File: config.mk
export PLATFORM = sky130hd
export DESIGN_NAME = clk_div_multi
export DESIGN_NICKNAME = d
export VERILOG_FILES = /design/src/rtl/clk_div_multi.sv
export SDC_FILE = /design/constraint.sdc
export NUM_CORES = 1
export LEC_CHECK = 0
export ABC_AREA = 1
export ABC_CLOCK_PERIOD_IN_PS = 1680
export BUFFER_PORTS_ARGS = -buffer_cell sky130_fd_sc_hd__buf_2
export CAP_MARGIN = 15
export CORE_ASPECT_RATIO = 1.4
export CORE_UTILIZATION = 42
export DETAILED_ROUTE_END_ITERATION = 12
export GPL_TIMING_DRIVEN = 0
export PLACE_DENSITY = 0.59
export SLEW_MARGIN = 30
export SYNTH_ARGS = -nofsm -noshare
export SYNTH_HDL_FRONTEND = slang
export SYNTH_SLANG_ARGS = --single-unit
File: constraint.sdc
create_clock -name clk -period 1.68 [get_ports clk]
set_input_delay 0.42 -clock clk [delete_from_list [all_inputs] [get_ports clk]]
set_output_delay 0.42 -clock clk [all_outputs]
set_load 0.1 [all_outputs]
File: src/rtl/clk_div_multi.sv
// Multi-channel programmable clock divider with per-channel halt; optional single-step via DIV_STEP_EN.
// Latency: div_clk toggles on the edge where count reaches the divisor; tick is registered alongside the rising toggle.
// Backpressure: none; halt parks a channel high, and divisor writes wait in a shadow until the next toggle.
module clk_div_multi #(
    parameter int NUM_CH  = 2,
    parameter int CNT_W   = 16,
    parameter int DEF_DIV = 2500
) (
    input  logic              clk,
    input  logic              reset,
    input  logic              wr_en,
    input  logic [2:0]        wr_ch,
    input  logic [CNT_W-1:0]  wr_div,
    input  logic [NUM_CH-1:0] halt,
    input  logic [NUM_CH-1:0] step,
    output logic [NUM_CH-1:0] div_clk,
    output logic [NUM_CH-1:0] tick,
    output logic [NUM_CH-1:0] halted
);

    localparam logic [CNT_W-1:0] DEF = CNT_W'(DEF_DIV);

`ifndef DIV_STEP_EN
    logic unused_step;
    assign unused_step = &{1'b0, step};
`endif

    for (genvar g = 0; g < NUM_CH; g++) begin : g_ch
        logic [CNT_W-1:0] cnt;
        logic [CNT_W-1:0] act;
        logic [CNT_W-1:0] shd;
        logic             dclk;
        logic             tck;
        logic             frozen;
        logic             hit;
        logic             wr_hit;

        // Channels at or above NUM_CH never match, so out-of-range writes drop.
        assign wr_hit = wr_en && (wr_ch == 3'(g));
        assign hit    = (cnt == act);

`ifdef DIV_STEP_EN
        logic grant;

        assign frozen = halt[g] && dclk && !grant;

        // A grant lasts until the rising toggle that completes the stepped period.
        always_ff @(posedge clk or negedge reset) begin
            if (!reset) begin
                grant <= 1'b0;
            end else if (frozen && step[g]) begin
                grant <= 1'b1;
            end else if (grant && hit && !dclk) begin
                grant <= 1'b0;
            end
        end
`else
        assign frozen = halt[g] && dclk;
`endif

        always_ff @(posedge clk or negedge reset) begin
            if (!reset) begin
                cnt  <= '0;
                act  <= DEF;
                shd  <= DEF;
                dclk <= 1'b1;
                tck  <= 1'b0;
            end else begin
                tck <= 1'b0;
                if (wr_hit) begin
                    shd <= wr_div;
                end
                if (!frozen) begin
                    if (hit) begin
                        cnt  <= '0;
                        dclk <= ~dclk;
                        act  <= shd;
                        tck  <= ~dclk;
                    end else begin
                        cnt <= cnt + 1'b1;
                    end
                end
            end
        end

        assign div_clk[g] = dclk;
        assign tick[g]    = tck;
        assign halted[g]  = frozen;
    end

endmodule

==> results.toml <==
[synth]
yosysMostFrequentCell = "nand2_1"
synth_top_area_share_pct = 36.7
yosys.area.top_type = "dfrtp_1"
ys.flop_type = "dfrtp_1"
syn-mean-instance-area_sq_um = 7.44
synth_nets = 742
synth.yosys.seq_area_share_pct = 47.6
synth_common_cells = "270 x nand2_1, 104 x inv_1, 78 x dfrtp_1"
synth_area_sq_um = 5320
synth-seq-cells = 100
synthArstFlopShare_pct = 100
yosysWarningCount = 0
synth-edff-count = 0
synth_cell_types = 26
yosys-top-cells-area = "dfrtp_1 37%, nand2_1 19%, dfstp_2 11%, inv_1 7.3%, nand4_1 4.5%"
netlist_instances = 714

[critical_path]
start_kind = "flip-flop"
critical_path.max_fanout = 5
cp_top_family = "simple AND/OR/NAND/NOR gates"
ff2ff_path_depth = 10
cp_num_cells = 10
crit_path_frequent_cell = "nand2_1"
endpoint_kind = "flip-flop"
worstPathCellList = "inv_1 -> nand2_1 -> nand2_1 -> nor2_1 -> nand2_2 -> nor2_4 -> nand3_4 -> clkbuf_16 -> nand2_2 -> nand2_1"
crit_buf_inv = 2
r2r_end = "g_ch[1].act[3]"
critPathRequiredTime_ns = 1.92
crit_slowest_cell = "dfstp_2"
crit_start = "g_ch[1].act[2]"
cp_data_arrival_time_ns = 1.90
reg2reg_slack_ns = 0.02
r2r-start = "g_ch[1].act[2]"
cp_slowest_stage_delay_ns = 0.56
crit_end = "g_ch[1].act[3]"
crit_type = "reg2reg"

[clock_tree]
htreeDepth = 3
cts_tree = "done"
clock-root-buffer = "clkbuf_16"
numCtsBuffers = 9
clk_latency_ns = 0.35
path_clk_slew_ns = 0.07
clockBufferDepth = 2
cts.sinks = 100

[layout]
fillers = 1174
num_antenna_cells = 0
area_delta_synth_final_pct = 22.1
final_util_pct = 52.7
fin_nets = 811
drive_above_1_share_pct = 27.5

[detailed_routing]
wl_per_cell_um = 13.5
via_count = 4425
wl_um = 12600
viasPerCell = 4.72
first_pass_iters = 4
initialDrtViolationCount = 125
antenna_left = 0
drc = 0

[sta]
period_minus_slack_ns = 1.66
finClkSkew_ns = 0.0101
rsz0062_at_grt = "true"
fin_hold_ws_ns = 0.335
fin_ws_ns = 0.0240
hold_viol = 0
fin_crit_sh_pct = 98.6
max_slew.worst_pin.slew_ns = 0.508
clock.fmax_ghz = 0.604
relSlewSlack_pct = 66.1
finalSetupViolCount = 0
slew_violations = 0

[floorplan]
io_pins = 32
die_h_um = 135
floorplan.initialDensity_pct = 43.2
die-area_sq_um = 13100
fp.dieW_um = 97.1
core-area_sq_um = 12300
rows = 48

[global_route]
grt_usage_pct = 19.6
grt_pass1_vias = 4284
gr-total-overflow = 0
grt_pass1_wl_um = 20300
antenna_found_initial = 0
grt_max_degree = 68

[worst_hold_path]
min_from = "wr_div[6]"
hold_path.class = "in2reg"

[power_and_ir_drop]
ir_worst_vdd_v = 0.000598
leakagePower_nw = 3.52
cellPowerDensity_nw_per_um2 = 1010

[placed_design]
dpl_worst_slack_ns = -0.234
io_buffers = 29
dpl.hpwl_um = 9070
gp_congestion = 0.921

[status]
status = "finished, final reports clean"

[flow_run]
cap_violations = 0
tightest hold or removal path, stage by stage:
cell,delay [ns]
buf_2,0.10
inv_1,0.07
o21ai_0,0.08
routing by layer:
layer / GRT usage [%] / part of all wire (%)
met5: 0 / 0
met4: 8.62 / 2.7
met3: 2.43 / 1.6
met2: 38.9 / 57
met1: 20.5 / 39
where the power goes:
group          switching [mW]  total (mW)  leakage (nW)  internal, mW
logic                   0.809        1.31          2.18         0.500
registers               0.308        3.06          1.20          2.75
clock network           0.988        2.17         0.143          1.18
cell type report:
| type | count | area (sq um) | share of cell area, % |
|---|---|---|---|
| buffer | 24 | 190 | 2.93 |
| clock buffer | 9 | 225 | 3.47 |
| clock inverter | 7 | 80.1 | 1.23 |
| inverter | 132 | 500 | 7.71 |
| multi-input combinational | 456 | 2280 | 35.1 |
| sequential | 100 | 2530 | 39.0 |
| tap | 150 | 188 | 2.89 |
| timing repair buffer | 60 | 495 | 7.64 |
worst min path at each step:
| stage | to | slack, ns | cells past startpoint |
|---|---|---|---|
| 2_1_floorplan | g_ch[0].act[0] | 0.12 | 0 |
| 3_3_place_gp | g_ch[0].act[11] | 0.46 | 2 |
| 3_5_place_dp | g_ch[0].cnt[4] | 0.33 | 1 |
| 4_1_cts | g_ch[0].shd[6] | 0.32 | 3 |
| 5_1_grt | g_ch[0].shd[6] | 0.34 | 3 |
| 6_report | g_ch[0].shd[6] | 0.33 | 3 |
timing repair:
action | 4_1_cts | 5_1_grt
setup buffers | 11 | 15
pin swaps | 5 | 13
hold buffers | 1 | 0
hold endpoints to repair | 30 | 0
endpoints found under the setup margin | 60 | 64
resized for setup | 24 | 70
gates cloned | 0 | 3
flip-flops by register name, summed over array words and instances (netlist names):
signal     flops
g_ch.tck       2
g_ch.act      32
g_ch.shd      32
g_ch.dclk      2
g_ch.cnt      32
kinds of logic (layout without fill, tap and decap cells):
family	after synthesis	after routing	share of synthesized area (%)
fa+ha+maj	2	2	0.471
xor+xnor	19	19	3.13
flops	100	100	47.6
buf+inv	158	232	12.7
compound gates	40	40	3.81
simple gates	395	395	32.3
cells in the final DEF, fill, tap and decap left out, drive strengths merged:
| cell type | count |
|---|---|
| nand2 | 280 |
| inv | 135 |
| dfrtp | 78 |
| buf | 73 |
| nor2 | 48 |
| o21ai | 38 |
| nand4 | 38 |
| dfstp | 22 |
| xor2 | 19 |
| nand3 | 19 |
| clkbuf | 19 |
| nor3 | 6 |
| nand3b | 4 |
| clkinvlp | 2 |
| ha | 2 |
| clkinv | 1 |
| o21a | 1 |
| a21oi | 1 |
| bufinv | 1 |
| dlygate4sd3 | 1 |
stage by stage:
step | TNS (ns) | cells | power [mW] | instance area (sq um)
4_1_cts | 0 | 920 | 6.51 | 6140
6_report | 0 | 938 | 6.53 | 6490
2_1_floorplan | 0 | 714 | 3.94 | 5320
3_5_place_dp | -4.48 | 894 | 4.30 | 5680
3_3_place_gp | -78.75 | 893 | 4.26 | 5650
5_1_grt | -1.48 | 938 | 6.92 | 6490
Note: power is estimated with default switching activity, not from simulation.
